$ cat src/rtl/vga_scan_driver_pkg.sv
// Shared definitions for the VGA scan driver and the pixel sources it polls
// (game field, score overlay, borders): color/coordinate types, the standard
// 640x480@60 timing and the common background/border colors.
package vga_scan_driver_pkg;

  localparam int COLOR_W     = 8;
  localparam int COORD_W     = 10;
  localparam int FRAME_CNT_W = 8;

  typedef logic [COLOR_W-1:0] color_t;   // RRRGGGBB
  typedef logic [COORD_W-1:0] coord_t;
  typedef logic [COORD_W:0]   pos_t;     // one spare bit so window ends of 1024 fit

  localparam color_t BG_COLOR         = 8'h00;
  localparam color_t BORDER_COLOR_DEF = 8'b000_000_01;

  localparam int VGA_H_VIS  = 640;
  localparam int VGA_H_FP   = 16;
  localparam int VGA_H_SYNC = 96;
  localparam int VGA_H_BP   = 48;
  localparam int VGA_V_VIS  = 480;
  localparam int VGA_V_FP   = 10;
  localparam int VGA_V_SYNC = 2;
  localparam int VGA_V_BP   = 33;

  // Half-open window test lo <= pos < hi.
  function automatic logic in_window(input pos_t pos, input pos_t lo, input pos_t hi);
    return (pos >= lo) && (pos < hi);
  endfunction

endpackage

$ cat src/rtl/vga_scan_driver_if.sv
// Pixel-source bus: the scan driver publishes the coordinate being evaluated,
// the source answers with a color and a flag saying whether it owns the pixel.
interface vga_scan_driver_if;
  import vga_scan_driver_pkg::*;

  coord_t eval_x;
  coord_t eval_y;
  color_t color_in;
  logic   color_valid_in;

  modport master (output eval_x, output eval_y, input color_in, input color_valid_in);
  modport slave  (input eval_x, input eval_y, output color_in, output color_valid_in);

endinterface

$ cat src/rtl/vga_scan_driver_scan_counter.sv
// Modulo-N counter with enable and synchronous reset. wrap_o is high on the
// enabled clk where the count rolls from N-1 back to 0.
module vga_scan_driver_scan_counter #(
  parameter int N = 2,
  parameter int W = 1
) (
  input  logic         clk,
  input  logic         reset,
  input  logic         en_i,
  output logic [W-1:0] count_o,
  output logic         wrap_o
);

  logic [W-1:0] count_q, count_d;

  assign wrap_o  = en_i && (count_q == W'(N - 1));
  assign count_o = count_q;

  // Next count: hold, increment, or roll over to zero.
  always_comb begin
    count_d = count_q;
    if (en_i) count_d = wrap_o ? '0 : count_q + W'(1);
  end

  // Count register.
  always_ff @(posedge clk) begin
    if (reset) count_q <= '0;
    else       count_q <= count_d;
  end

endmodule

$ cat src/rtl/vga_scan_driver.sv
// Raster-scan initiator: walks eval_x/eval_y over the full VGA timing, samples
// the source color on the last clk of each pixel, and registers rgb/hsync/vsync
// together so they stay mutually aligned. Also produces frame_start and the
// frame-derived game_tick.
module vga_scan_driver
  import vga_scan_driver_pkg::*;
#(
  parameter int     CLK_DIV      = 2,
  parameter int     H_VIS        = VGA_H_VIS,
  parameter int     H_FP         = VGA_H_FP,
  parameter int     H_SYNC       = VGA_H_SYNC,
  parameter int     H_BP         = VGA_H_BP,
  parameter int     V_VIS        = VGA_V_VIS,
  parameter int     V_FP         = VGA_V_FP,
  parameter int     V_SYNC       = VGA_V_SYNC,
  parameter int     V_BP         = VGA_V_BP,
  parameter bit     SYNC_POL     = 1'b0,
  parameter int     TICK_FRAMES  = 6,
  parameter color_t BORDER_COLOR = BORDER_COLOR_DEF
) (
  input  logic              clk,
  input  logic              reset,
  input  logic              run,
  vga_scan_driver_if.master src,
  output logic              hsync,
  output logic              vsync,
  output color_t            rgb,
  output logic              frame_start,
  output logic              game_tick
);

  localparam int H_TOTAL = H_VIS + H_FP + H_SYNC + H_BP;
  localparam int V_TOTAL = V_VIS + V_FP + V_SYNC + V_BP;
  localparam int DIV_W   = (CLK_DIV > 1) ? $clog2(CLK_DIV) : 1;

  if (H_TOTAL > 1024 || V_TOTAL > 1024) begin : g_bad_total
    $error("vga_scan_driver: H_TOTAL/V_TOTAL must not exceed 1024");
  end
  if (CLK_DIV < 2) begin : g_bad_div
    $error("vga_scan_driver: CLK_DIV must be at least 2");
  end
  if (TICK_FRAMES < 1 || TICK_FRAMES > 255) begin : g_bad_tick
    $error("vga_scan_driver: TICK_FRAMES must be in 1..255");
  end

  localparam pos_t H_VIS_P = pos_t'(H_VIS);
  localparam pos_t V_VIS_P = pos_t'(V_VIS);
  localparam pos_t HS_LO   = pos_t'(H_VIS + H_FP);
  localparam pos_t HS_HI   = pos_t'(H_VIS + H_FP + H_SYNC);
  localparam pos_t VS_LO   = pos_t'(V_VIS + V_FP);
  localparam pos_t VS_HI   = pos_t'(V_VIS + V_FP + V_SYNC);

  logic                   pix_en, h_wrap, v_wrap, frm_wrap;
  logic [DIV_W-1:0]       div_cnt;
  coord_t                 h_cnt, v_cnt;
  logic [FRAME_CNT_W-1:0] frm_cnt;
  logic                   unused_cnt;

  assign unused_cnt = ^{div_cnt, frm_cnt};

  vga_scan_driver_scan_counter #(.N(CLK_DIV), .W(DIV_W)) u_div (
    .clk(clk), .reset(reset), .en_i(1'b1), .count_o(div_cnt), .wrap_o(pix_en));

  vga_scan_driver_scan_counter #(.N(H_TOTAL), .W(COORD_W)) u_h (
    .clk(clk), .reset(reset), .en_i(pix_en), .count_o(h_cnt), .wrap_o(h_wrap));

  vga_scan_driver_scan_counter #(.N(V_TOTAL), .W(COORD_W)) u_v (
    .clk(clk), .reset(reset), .en_i(h_wrap), .count_o(v_cnt), .wrap_o(v_wrap));

  // Frames only count while running, so a pause stretches the tick period.
  vga_scan_driver_scan_counter #(.N(TICK_FRAMES), .W(FRAME_CNT_W)) u_frm (
    .clk(clk), .reset(reset), .en_i(v_wrap && run), .count_o(frm_cnt), .wrap_o(frm_wrap));

  assign src.eval_x = h_cnt;
  assign src.eval_y = v_cnt;

  function automatic logic sync_level(input logic active);
    return active ? SYNC_POL : ~SYNC_POL;
  endfunction

  logic   visible;
  color_t rgb_d, rgb_q;
  logic   hsync_d, hsync_q, vsync_d, vsync_q;
  logic   frame_start_q, game_tick_q;

  // Decode the pixel ending this clk into its DAC color and sync levels.
  always_comb begin
    visible = in_window({1'b0, h_cnt}, '0, H_VIS_P) && in_window({1'b0, v_cnt}, '0, V_VIS_P);
    rgb_d   = BG_COLOR;
    if (visible) rgb_d = src.color_valid_in ? src.color_in : BORDER_COLOR;
    hsync_d = sync_level(in_window({1'b0, h_cnt}, HS_LO, HS_HI));
    vsync_d = sync_level(in_window({1'b0, v_cnt}, VS_LO, VS_HI));
  end

  // Output stage: pixel data updates once per pixel, pulses mark the 0,0 wrap.
  always_ff @(posedge clk) begin
    if (reset) begin
      rgb_q         <= BG_COLOR;
      hsync_q       <= ~SYNC_POL;
      vsync_q       <= ~SYNC_POL;
      frame_start_q <= 1'b0;
      game_tick_q   <= 1'b0;
    end else begin
      if (pix_en) begin
        rgb_q   <= rgb_d;
        hsync_q <= hsync_d;
        vsync_q <= vsync_d;
      end
      frame_start_q <= v_wrap;
      game_tick_q   <= frm_wrap;
    end
  end

  assign rgb         = rgb_q;
  assign hsync       = hsync_q;
  assign vsync       = vsync_q;
  assign frame_start = frame_start_q;
  assign game_tick   = game_tick_q;

endmodule

$ cat src/flat_wrapper.sv
// flat-port wrapper written by rule: the top's interface ports become plain ports
module vga_scan_driver_flat import vga_scan_driver_pkg::*;
#(
  parameter int     CLK_DIV      = 2,
  parameter int     H_VIS        = VGA_H_VIS,
  parameter int     H_FP         = VGA_H_FP,
  parameter int     H_SYNC       = VGA_H_SYNC,
  parameter int     H_BP         = VGA_H_BP,
  parameter int     V_VIS        = VGA_V_VIS,
  parameter int     V_FP         = VGA_V_FP,
  parameter int     V_SYNC       = VGA_V_SYNC,
  parameter int     V_BP         = VGA_V_BP,
  parameter bit     SYNC_POL     = 1'b0,
  parameter int     TICK_FRAMES  = 6,
  parameter color_t BORDER_COLOR = BORDER_COLOR_DEF
)
  (clk, reset, run, hsync, vsync, rgb, frame_start, game_tick, src_eval_x, src_eval_y, src_color_in, src_color_valid_in);
  vga_scan_driver_if src_i ();
  input  logic clk;
  input  logic reset;
  input  logic run;
  output logic hsync;
  output logic vsync;
  output color_t rgb;
  output logic frame_start;
  output logic game_tick;
  output wire logic [$bits(src_i.eval_x)-1:0] src_eval_x;
  output wire logic [$bits(src_i.eval_y)-1:0] src_eval_y;
  input wire logic [$bits(src_i.color_in)-1:0] src_color_in;
  input wire logic [$bits(src_i.color_valid_in)-1:0] src_color_valid_in;
  assign src_eval_x = src_i.eval_x;
  assign src_eval_y = src_i.eval_y;
  assign src_i.color_in = src_color_in;
  assign src_i.color_valid_in = src_color_valid_in;
  vga_scan_driver #(.CLK_DIV(CLK_DIV), .H_VIS(H_VIS), .H_FP(H_FP), .H_SYNC(H_SYNC), .H_BP(H_BP), .V_VIS(V_VIS), .V_FP(V_FP), .V_SYNC(V_SYNC), .V_BP(V_BP), .SYNC_POL(SYNC_POL), .TICK_FRAMES(TICK_FRAMES), .BORDER_COLOR(BORDER_COLOR)) u_core (.clk(clk), .reset(reset), .run(run), .src(src_i), .hsync(hsync), .vsync(vsync), .rgb(rgb), .frame_start(frame_start), .game_tick(game_tick));
endmodule
$ cat config.mk
export PLATFORM = sky130hd
export DESIGN_NAME = vga_scan_driver_flat
export DESIGN_NICKNAME = d
export VERILOG_FILES = /design/src/rtl/vga_scan_driver_pkg.sv /design/src/rtl/vga_scan_driver_if.sv /design/src/rtl/vga_scan_driver_scan_counter.sv /design/src/rtl/vga_scan_driver.sv /design/src/flat_wrapper.sv
export SDC_FILE = /design/constraint.sdc
export NUM_CORES = 1
export LEC_CHECK = 0
export ABC_AREA = 1
export BUFFER_PORTS_ARGS = -buffer_cell sky130_fd_sc_hd__buf_2
export CORE_ASPECT_RATIO = 1.2
export CORE_MARGIN = 1.5
export CORE_UTILIZATION = 30
export CTS_BUF_LIST = sky130_fd_sc_hd__clkbuf_8 sky130_fd_sc_hd__clkbuf_16
export CTS_CLUSTER_SIZE = 24
export DETAILED_ROUTE_END_ITERATION = 10
export GPL_TIMING_DRIVEN = 0
export SYNTH_ARGS = -nofsm -noshare
export SYNTH_HDL_FRONTEND = slang
export SYNTH_SLANG_ARGS = --single-unit
export TNS_END_PERCENT = 30
$ cat constraint.sdc
create_clock -name clk -period 1.7 [get_ports clk]
set_input_delay 0.255 -clock clk [delete_from_list [all_inputs] [get_ports clk]]
set_output_delay 0.255 -clock clk [all_outputs]
set_load 0.005 [all_outputs]
# Word level (Yosys, flattened, before mapping)
# Index checks and enable logic that the tools add are counted.
# W data, S select, Z words.
totals:
  register_bits: 41
  in_bits: 12
  output_inout_bits: 32
  word_cells: 37
classes:
  add_sub_neg: 4
  order_cmp: 6
  n_eq_ne: 3
  n_mux: 7
  n_reduce_logical: 8
ops:
  columns: ["cell", "n"]
  rows:
  - ["$mux W8", 3]
  - ["$add A10 B1 Y10 const B", 2]
  - ["$eq A10 B10 Y1 const B", 2]
  - ["$lt A10 B10 Y1 const B", 2]
  - ["$lt A10 B9 Y1 const B", 2]
  - ["$mux W10", 2]
  - ["$ge A10 B10 Y1 const B", 1]
  - ["$ge A10 B9 Y1 const B", 1]
  - ["$add A8 B1 Y8 const B", 1]
  - ["$eq A8 B3 Y1 const B", 1]
  - ["$logic_and A1 B1 Y1", 7]
  - ["$mux W1", 2]
  - ["$reduce_or A2 Y1", 1]
  - ["$add A1 B1 Y1 const B", 1]

# Longest topological paths before layout
# Gate-level depths: netlist (run 1).
depth:
  word_depth: 6
  mapped_depth: 10
  depth_no_buf: 10

# Hierarchy
# From an unflattened synthesis (run 1), not the netlist that was laid out.
hier_totals:
  hier_cells: 307
  area_unflattened_um2: 2124.5
by_module_without_submodules:
  columns: ["mod", "instances", "cells_each", "area_each_um2", "seq_area_each_um2"]
  rows:
  - ["vga_scan_driver", 1, 85, 558.0, 240.2]
  - ["vga_scan_driver_scan_counter at u_core.u_v", 1, 76, 540.5, 200.2]
  - ["vga_scan_driver_scan_counter at u_core.u_h", 1, 72, 531.8, 200.2]
  - ["vga_scan_driver_scan_counter at u_core.u_frm", 1, 67, 449.2, 160.2]
  - ["vga_scan_driver_scan_counter at u_core.u_div", 1, 7, 45.0, 20.0]

# Least setup slack after synthesis (run 1)
# No wires, ideal clock.
synth_timing:
  kind: "flip-flop to flip-flop"
  startpoint: "register u_core.u_h.count_q[0], in the netlist u_core.u_h.count_o[0]"
  endpoint: "register u_core.u_v.count_q[5], in the netlist u_core.u_v.count_o[5]"
  setup_time_ns: 0.128
  arrival_ns: 1.350
  setup_slack_ns: 0.223
  stages_incl_launch_ff: 9
  synth_period_minus_slack_ns: 1.477
  path_cell_list: "dfxtp_1 > ha_1 > nand2_1 > nor2_4 > nand2_4 > nor2_8 > and2_4 > xor2_1 > nor2_1"
synth_between:
  elab_chain_len: 4
synth_rtl:
  columns: ["element", "line_no", "rtl"]
  rows:
  - ["start, declared", "vga_scan_driver_scan_counter.sv:14", "logic [W-1:0] count_q, count_d;"]
  - ["start signal, assigned", "vga_scan_driver_scan_counter.sv:28", "else count_q <= count_d;"]
  - ["$eq A10 B10 Y1 (*)", "vga_scan_driver_scan_counter.sv:16", "assign wrap_o = en_i && (count_q == W'(N - 1));"]
  - ["$logic_and A1 B1 Y1 (*)", "vga_scan_driver_scan_counter.sv:16", null]
  - ["$logic_and A1 B1 Y1", "vga_scan_driver_scan_counter.sv:16", null]
  - ["$mux W10", "vga_scan_driver_scan_counter.sv:22", "if (en_i) count_d = wrap_o ? '0 : count_q + W'(1);"]
  - ["end signal, assigned", "vga_scan_driver_scan_counter.sv:28", null]
  - ["end, declared", "vga_scan_driver_scan_counter.sv:14", null]
# Every way passes the cells marked *; elsewhere a longest branch is shown, timed or not.
# A chain may end at the register's enable or synchronous reset.

# Final worst setup path (run 1)
# Same ends and word-level chain as after synthesis.

==> results of run 1 <==
-- metal layers --
| layer | global-route usage | routed length [um] | part of all wire | up-vias |
|---|---|---|---|---|
| met5 | 0 | 0 | 0 | - |
| met4 | 0.0536 | 79 | 0.017 | 0 |
| met3 | 0.0263 | 150 | 0.032 | 6 |
| met2 | 0.220 | 2300 | 0.50 | 31 |
| met1 | 0.152 | 2110 | 0.46 | 830 |
| li1 | - | - | - | 1019 |
-- final timing paths --
path / end / start / depth (start not counted) / slack, ns
max: u_core.u_v.count_o[5] / u_core.u_h.count_o[0] / 8 / 0.15
min: u_core.rgb[2] / src_color_in[2] / 3 / 0.20
max reg2reg: u_core.u_v.count_o[5] / u_core.u_h.count_o[0] / 8 / 0.15
min reg2reg: u_core.rgb[2] / u_core.rgb[2] / 2 / 0.46
-- Yosys cell counts --
library cell | count | area, sq um
nand2_1 | 58 | 218
inv_1 | 45 | 169
dfxtp_1 | 41 | 821
nor2_1 | 34 | 128
a21oi_1 | 17 | 85.1
nand3_1 | 16 | 80.1
o21ai_0 | 13 | 65.1
nor3_1 | 11 | 55.1
ha_1 | 6 | 75.1
nand4_1 | 6 | 37.5
nand2_2 | 4 | 25.0
nor2_2 | 4 | 25.0
xor2_1 | 4 | 35.0
inv_2 | 3 | 11.3
a31oi_1 | 2 | 12.5
clkbuf_1 | 2 | 7.51
nand3_2 | 2 | 20.0
nand3_4 | 2 | 35.0
a211oi_1 | 1 | 7.51
a21oi_2 | 1 | 8.76
a22o_1 | 1 | 8.76
and2_4 | 1 | 8.76
clkinv_4 | 1 | 8.76
nand2_4 | 1 | 11.3
nor2_4 | 1 | 11.3
nor2_8 | 1 | 20.0
nor3_2 | 1 | 10.0
nor3b_1 | 1 | 7.51
o21bai_1 | 1 | 7.51
o22ai_1 | 1 | 6.26
or2_0 | 1 | 6.26
xnor2_1 | 1 | 8.76
-- final cells by class --
cell class	count	area, sq um
clock inverters	3	18.8
multi-input cells	194	1070
clock buffers	5	68.8
fillers	721	3960
inverters	49	189
flip-flops and latches	41	825
well taps	85	106
plain buffers	2	7.51
repair buffers	47	245
-- what timing repair did --
item                       in CTS  in global routing
cloned                          0                  2
setup endpoints to repair       1                 29
buffers inserted                0                  4
gates resized for setup         1                  9
pin swaps                       0                  3
-- where the power goes --
| part | leakage (uW) | switching (uW) | internal (uW) |
|---|---|---|---|
| logic | 0.000794 | 82.6 | 66.2 |
| registers | 0.000333 | 26.0 | 992 |
| clock network | 0.0000416 | 347 | 283 |
| total | 0.00117 | 456 | 1340 |
-- flip-flops by register name (all words and copies together), names as in the netlist --
signal / count
u_core.hsync: 1
u_core.u_div.count_o: 1
u_core.u_h.count_o: 10
u_core.u_v.count_o: 10
u_core.game_tick: 1
u_core.frame_start: 1
u_core.rgb: 8
u_core.vsync: 1
u_core.u_frm.count_o: 8
-- critical path, delay by kind of cell, from the launching register on --
family                   cells  cell delay [ns]
AND/OR/NAND/NOR              6             0.74
flip-flops                   1             0.36
adder cells (fa/ha/maj)      1             0.19
XOR/XNOR                     1             0.14
-- per-stage QoR --
step	util	setup slack, ns	instances	hold slack, ns
after detailed placement	0.363	0.0194	412	0.444
after CTS	0.378	0.0243	420	0.193
after global routing	0.390	-0.0108	426	0.209
final	0.390	0.152	426	0.204
after floorplan	-	0.223	284	0.403
after global placement	0.363	0.0330	412	0.438
-- kinds of logic after synthesis --
logic type,Yosys count,share of synthesized area
and+or+nand+nor,144,0.343
buffers and inverters,51,0.0965
DFF,41,0.403
xor gates and xnor gates,5,0.0215
AOI/OAI and AO/OA,37,0.0990
adders and majority gates,6,0.0369
==> summary.md, run 1 <==
| Metric | Value |
|---|---|
| Initial antenna violation count | 0 |
| Dpl cell area | 2360 sq um |
| Max cap viols | 0 |
| Crit path cell chain | ha_2, nand2_2, nor2_4, nand2_4, nor2_8, and2_4, xor2_1, nor2_1 |
| Via density | 4.43 |
| Core area | 6490 sq um |
| Initial DRC count | 62 |
| First-pass GRT wire length | 7350 um |
| Placer congestion estimate | 0.799 |
| Final net count | 358 |
| Status | completed |
| # DRC | 0 |
| Die area | 7290 sq um |
| Syn_area_per_cell | 7.17 sq um |
| RSZ-0062 raised after global routing | yes |
| Syn. warnings | 0 |
| Sequential area share after synthesis | 0.403 |
| Post-Syn Nets | 302 |
| Rows | 32 |
| Worst path slowest cell | dfxtp_2 |
| Commonest non-fill, non-tap cells in the layout | nand2_1, inv_1, buf_2, dfxtp_1, nor2_1 |
| Clock sinks | 41 |
| Largest net degree at the start of global routing | 14 |
| Number of detailed-route iterations in the first pass | 4 |
| Clock skew | 0.00493 ns |
| Tot Pwr | 1800 uW |
| Peak VDD IR | 0.000395 V |
| Slew @ Worst Pin | 0.458 ns |
| CTS clock-pin slew for the worst setup and hold paths | 0.08 ns |
| DR WL/cell | 10.9 um |
| Clock Latency Late Sink | 0.29 ns |
| Critical path endpoint category | flip-flop |
| # hold bufs at CTS | 0 |
| Final Hold Fails | 0 |
| I/O Pins | 44 |
| CTS Buf Count | 5 |
| FF+latch count, synth | 41 |
| Final Max Tran Viols | 0 |
| LEAKAGE | 0.00117 uW |
| Vias in the first global route | 1648 |
| Critical setup path kind | flip-flop to flip-flop |
| Final wirelength | 4640 um |
| Leading cell type in the layout, fill and taps excluded | nand2_1 |
| GRT Residual Overflow | 0 |
| Syn Std Cell Area | 2040 sq um |
| TNS Setup | 0 ns |
| Area Overhead vs Synth | 24.3% |
| Total global-route track usage | 0.127 |
| Initial Util | 0.314 |
| CTS tree | built |
| Clock Path Buffers | 2 |
| Die Height | 93.2 um |
| Syn Inst Count | 284 |
| Worst stage delay on the critical path | 0.36 ns |
| H-tree levels | 2 |
| Period Utilization, post-route | 0.910 |
| Class of the worst hold path | primary input to flip-flop |
| Max Freq | 646 MHz |
| Setup violators final | 0 |
| Crit start category | flip-flop |
| PD cells | 710 nW/um^2 |
| IO buf count | 43 |
| CP arrival | 1.72 ns |
| Root buffer cell | clkbuf_8 |
| Layout cells sized above 1 | 0.249 |
| Antenna-violating nets left | 0 |
| Antenna Cells | 0 |
| Finished Cell Area | 2530 sq um |
| Crit path time final | 1.55 ns |
| Via count | 1886 |
| Dpl hpwl | 3440 um |
| Count of cell types in the netlist | 32 |
| Worst-path maximum fanout | 6 |
| Req. time, crit path | 1.87 ns |
| Rel. slew slack | 0.695 |
| Die Wd | 78.2 um |
No activity file was read; power rests on OpenSTA's default activity.
==> run 2, diff against run 1 <==
--- a/config.mk
+++ b/config.mk
@@ -14,6 +14,7 @@
 export CTS_CLUSTER_SIZE = 24
 export DETAILED_ROUTE_END_ITERATION = 10
 export GPL_TIMING_DRIVEN = 0
+export REMOVE_ABC_BUFFERS = 1
 export SYNTH_ARGS = -nofsm -noshare
 export SYNTH_HDL_FRONTEND = slang
 export SYNTH_SLANG_ARGS = --single-unit
==> constraint.sdc (replaced) <==
create_clock -name clk -period 1.98 [get_ports clk]
set_input_delay 0.297 -clock clk [delete_from_list [all_inputs] [get_ports clk]]
set_output_delay 0.297 -clock clk [all_outputs]
set_load 0.005 [all_outputs]
==> summary.md, run 2 (same netlist as run 1, synthesis figures left out) <==
| Metric | Value |
|---|---|
| GRT Residual Overflow | 0 (unchanged) |
| Peak VDD IR | 0.000244 V (-38%) |
| Multi-input gate area | 1020 sq um (-4.8%) |
| Finished Cell Area | 2440 sq um (-3.5%) |
| Core area | 6490 sq um (unchanged) |
| # hold bufs at CTS | 0 (unchanged) |
| CTS Buf Count | 5 (unchanged) |
| Via density | 4.52 (+2.1%) |
| Worst-path maximum fanout | 8 (+2) |
| Register area | 821 sq um (-0.46%) |
| LEAKAGE | 0.00114 uW (-2.5%) |
| CP arrival | 1.93 ns (+0.21 ns) |
| Fill count | 727 (+0.83%) |
| Max cap viols | 0 (unchanged) |
| Flop pwr share | 0.564 (-0.002) |
| Initial antenna violation count | 0 (unchanged) |
| First-pass GRT wire length | 7630 um (+3.9%) |
| Placer congestion estimate | 0.785 (-1.8%) |
| TNS Setup | 0 ns (unchanged) |
| Combinational share of power | 0.073 (-0.010) |
| Status | completed |
| Vias in the first global route | 1713 (+3.9%) |
| Final net count | 350 (-2.2%) |
| RR Startpoint | u_core.u_h.count_o[1] |
| Largest net degree at the start of global routing | 15 (+1) |
| Die Wd | 78.2 um (unchanged) |
| Period Utilization, post-route | 0.878 (-0.0322) |
| Die area | 7290 sq um (unchanged) |
| H-tree levels | 2 (unchanged) |
| DR WL/cell | 10.8 um (-0.59%) |
| Class of the worst hold path | primary input to flip-flop |
| Internal power | 1140 uW (-15%) |
| RR Endpoint | u_core.u_frm.count_o[1] |
| Post CTS Setup Buffer Count | 0 (unchanged) |
| Leading cell type in the layout, fill and taps excluded | nand2_1 |
| PD cells | 633 nW/um^2 (-11%) |
| Max Freq | 575 MHz (-11%) |
| Area Overhead vs Synth | 19.9% |
| Die Height | 93.2 um (unchanged) |
| Switching Fraction | 0.262 (+0.00841) |
| R2R cell count | 8 (unchanged) |
| Critical path endpoint category | flip-flop |
| Initial Util | 0.314 (unchanged) |
| Total net switching power | 405 uW (-11%) |
| Commonest non-fill, non-tap cells in the layout | nand2_1, inv_1, buf_2, dfxtp_1, nor2_1 |
| Total global-route track usage | 0.131 (+0.00405) |
| Crit start category | flip-flop |
| Dpl cell area | 2350 sq um (-0.32%) |
| CTS clock-pin slew for the worst setup and hold paths | 0.09 ns (about the same) |
| Clock Path Buffers | 2 (unchanged) |
| # resized after CTS | 0 (-1) |
| Rows | 32 (unchanged) |
| RSZ-0062 raised after global routing | no |
| Layout cells sized above 1 | 0.219 (-0.0300) |
| Req. time, crit path | 2.17 ns (+0.30 ns) |
| Setup violators final | 0 (unchanged) |
| Clock sinks | 41 (unchanged) |
| CTS tree | built |
| IO buf count | 43 (unchanged) |
| Dpl hpwl | 3460 um (+0.63%) |
| Initial DRC count | 90 (+45%) |
| Critical setup path kind | flip-flop to flip-flop |
| Antenna Cells | 0 (unchanged) |
| Antenna-violating nets left | 0 (unchanged) |
| Hold EP | u_core.rgb[6] |
| Clock Latency Late Sink | 0.30 ns (about the same) |
| Final wirelength | 4520 um (-2.5%) |
| Hold wc startpoint | src_color_in[6] |
| Clock skew | 0.00919 ns (+0.00426 ns) |
| Via count | 1890 (+0.21%) |
| Slew @ Worst Pin | 0.646 ns (+0.188 ns) |
| Rel. slew slack | 0.568 (-0.127) |
| Root buffer cell | clkbuf_8 |
| Clock power share | 0.363 (+0.012) |
| Worst hold stages | 3 (unchanged) |
| Crit path time final | 1.74 ns (+0.191 ns) |
| R2r setup slk | 0.24 ns (+0.09 ns) |
| Number of detailed-route iterations in the first pass | 4 (unchanged) |
| # DRC | 0 (unchanged) |
| Final Max Tran Viols | 0 (unchanged) |
| I/O Pins | 44 (unchanged) |
| Final Hold Fails | 0 (unchanged) |
| Tot Pwr | 1550 uW (-14%) |
-- run 2: cell types whose count changed in the layout (fill, tap and decap cells not counted), sizes merged --
cell | before | now
nor2 | 41 | 40
nand3 | 21 | 20
buf | 47 | 43
clkinvlp | 2 | 3
clkbuf | 7 | 5
inv | 49 | 48
-- run 2: how the worst max path moves through the flow --
stage | endpoint | slack (ns) | from | cells past startpoint
2_1_floorplan | u_core.u_v.count_o[5] | 0.52 | u_core.u_h.count_o[0] | 8
3_3_place_gp | u_core.u_frm.count_o[1] | 0.27 | u_core.u_h.count_o[1] | 8
3_5_place_dp | u_core.u_frm.count_o[1] | 0.24 | u_core.u_h.count_o[1] | 8
4_1_cts | u_core.u_frm.count_o[1] | 0.22 | u_core.u_h.count_o[1] | 8
5_1_grt | u_core.u_frm.count_o[1] | 0.04 | u_core.u_h.count_o[1] | 8
6_report | u_core.u_frm.count_o[1] | 0.24 | u_core.u_h.count_o[1] | 8
-- run 2: power by group through the flow --
stage	logic (uW)	clock network [uW]	registers (uW)
final	113	561	873
after global routing	130	619	878
after CTS	116	583	874
after detailed placement	115	0	893
after global placement	113	0	893
after floorplan	57.7	0	889
-- run 2: worst max-delay path, stage by stage (launching register included) --
cell	delay, ns
dfxtp_1	0.40
ha_1	0.19
nand2_1	0.10
nor2_1	0.13
nand3_2	0.20
nor2_2	0.24
nand3_1	0.16
nand2_1	0.15
nor2_1	0.06
-- run 2: metrics by stage --
| stage | hold WS (ns) | std cells | utilization | setup WS [ns] |
|---|---|---|---|---|
| finish | 0.233 | 418 | 0.376 | 0.241 |
| global route | 0.239 | 418 | 0.376 | 0.0376 |
| CTS | 0.229 | 418 | 0.376 | 0.218 |
| detailed placement | 0.446 | 410 | 0.362 | 0.238 |
| global placement | 0.438 | 410 | 0.362 | 0.266 |
| floorplan | 0.366 | 282 | - | 0.516 |
-- run 2: area by class of cell --
class | instances | area share
Multi-Input combinational cell | 192 | 0.417
Sequential cell | 41 | 0.336
Tap cell | 85 | 0.0436
Clock buffer | 5 | 0.0282
Inverter | 49 | 0.0774
Clock inverter | 3 | 0.00923
Timing Repair Buffer | 43 | 0.0882
-- run 2: layer usage --
metal	global-route usage	share of wire
met1	0.162	0.46
met2	0.220	0.48
met3	0.0351	0.046
met4	0.0446	0.016
met5	0	0
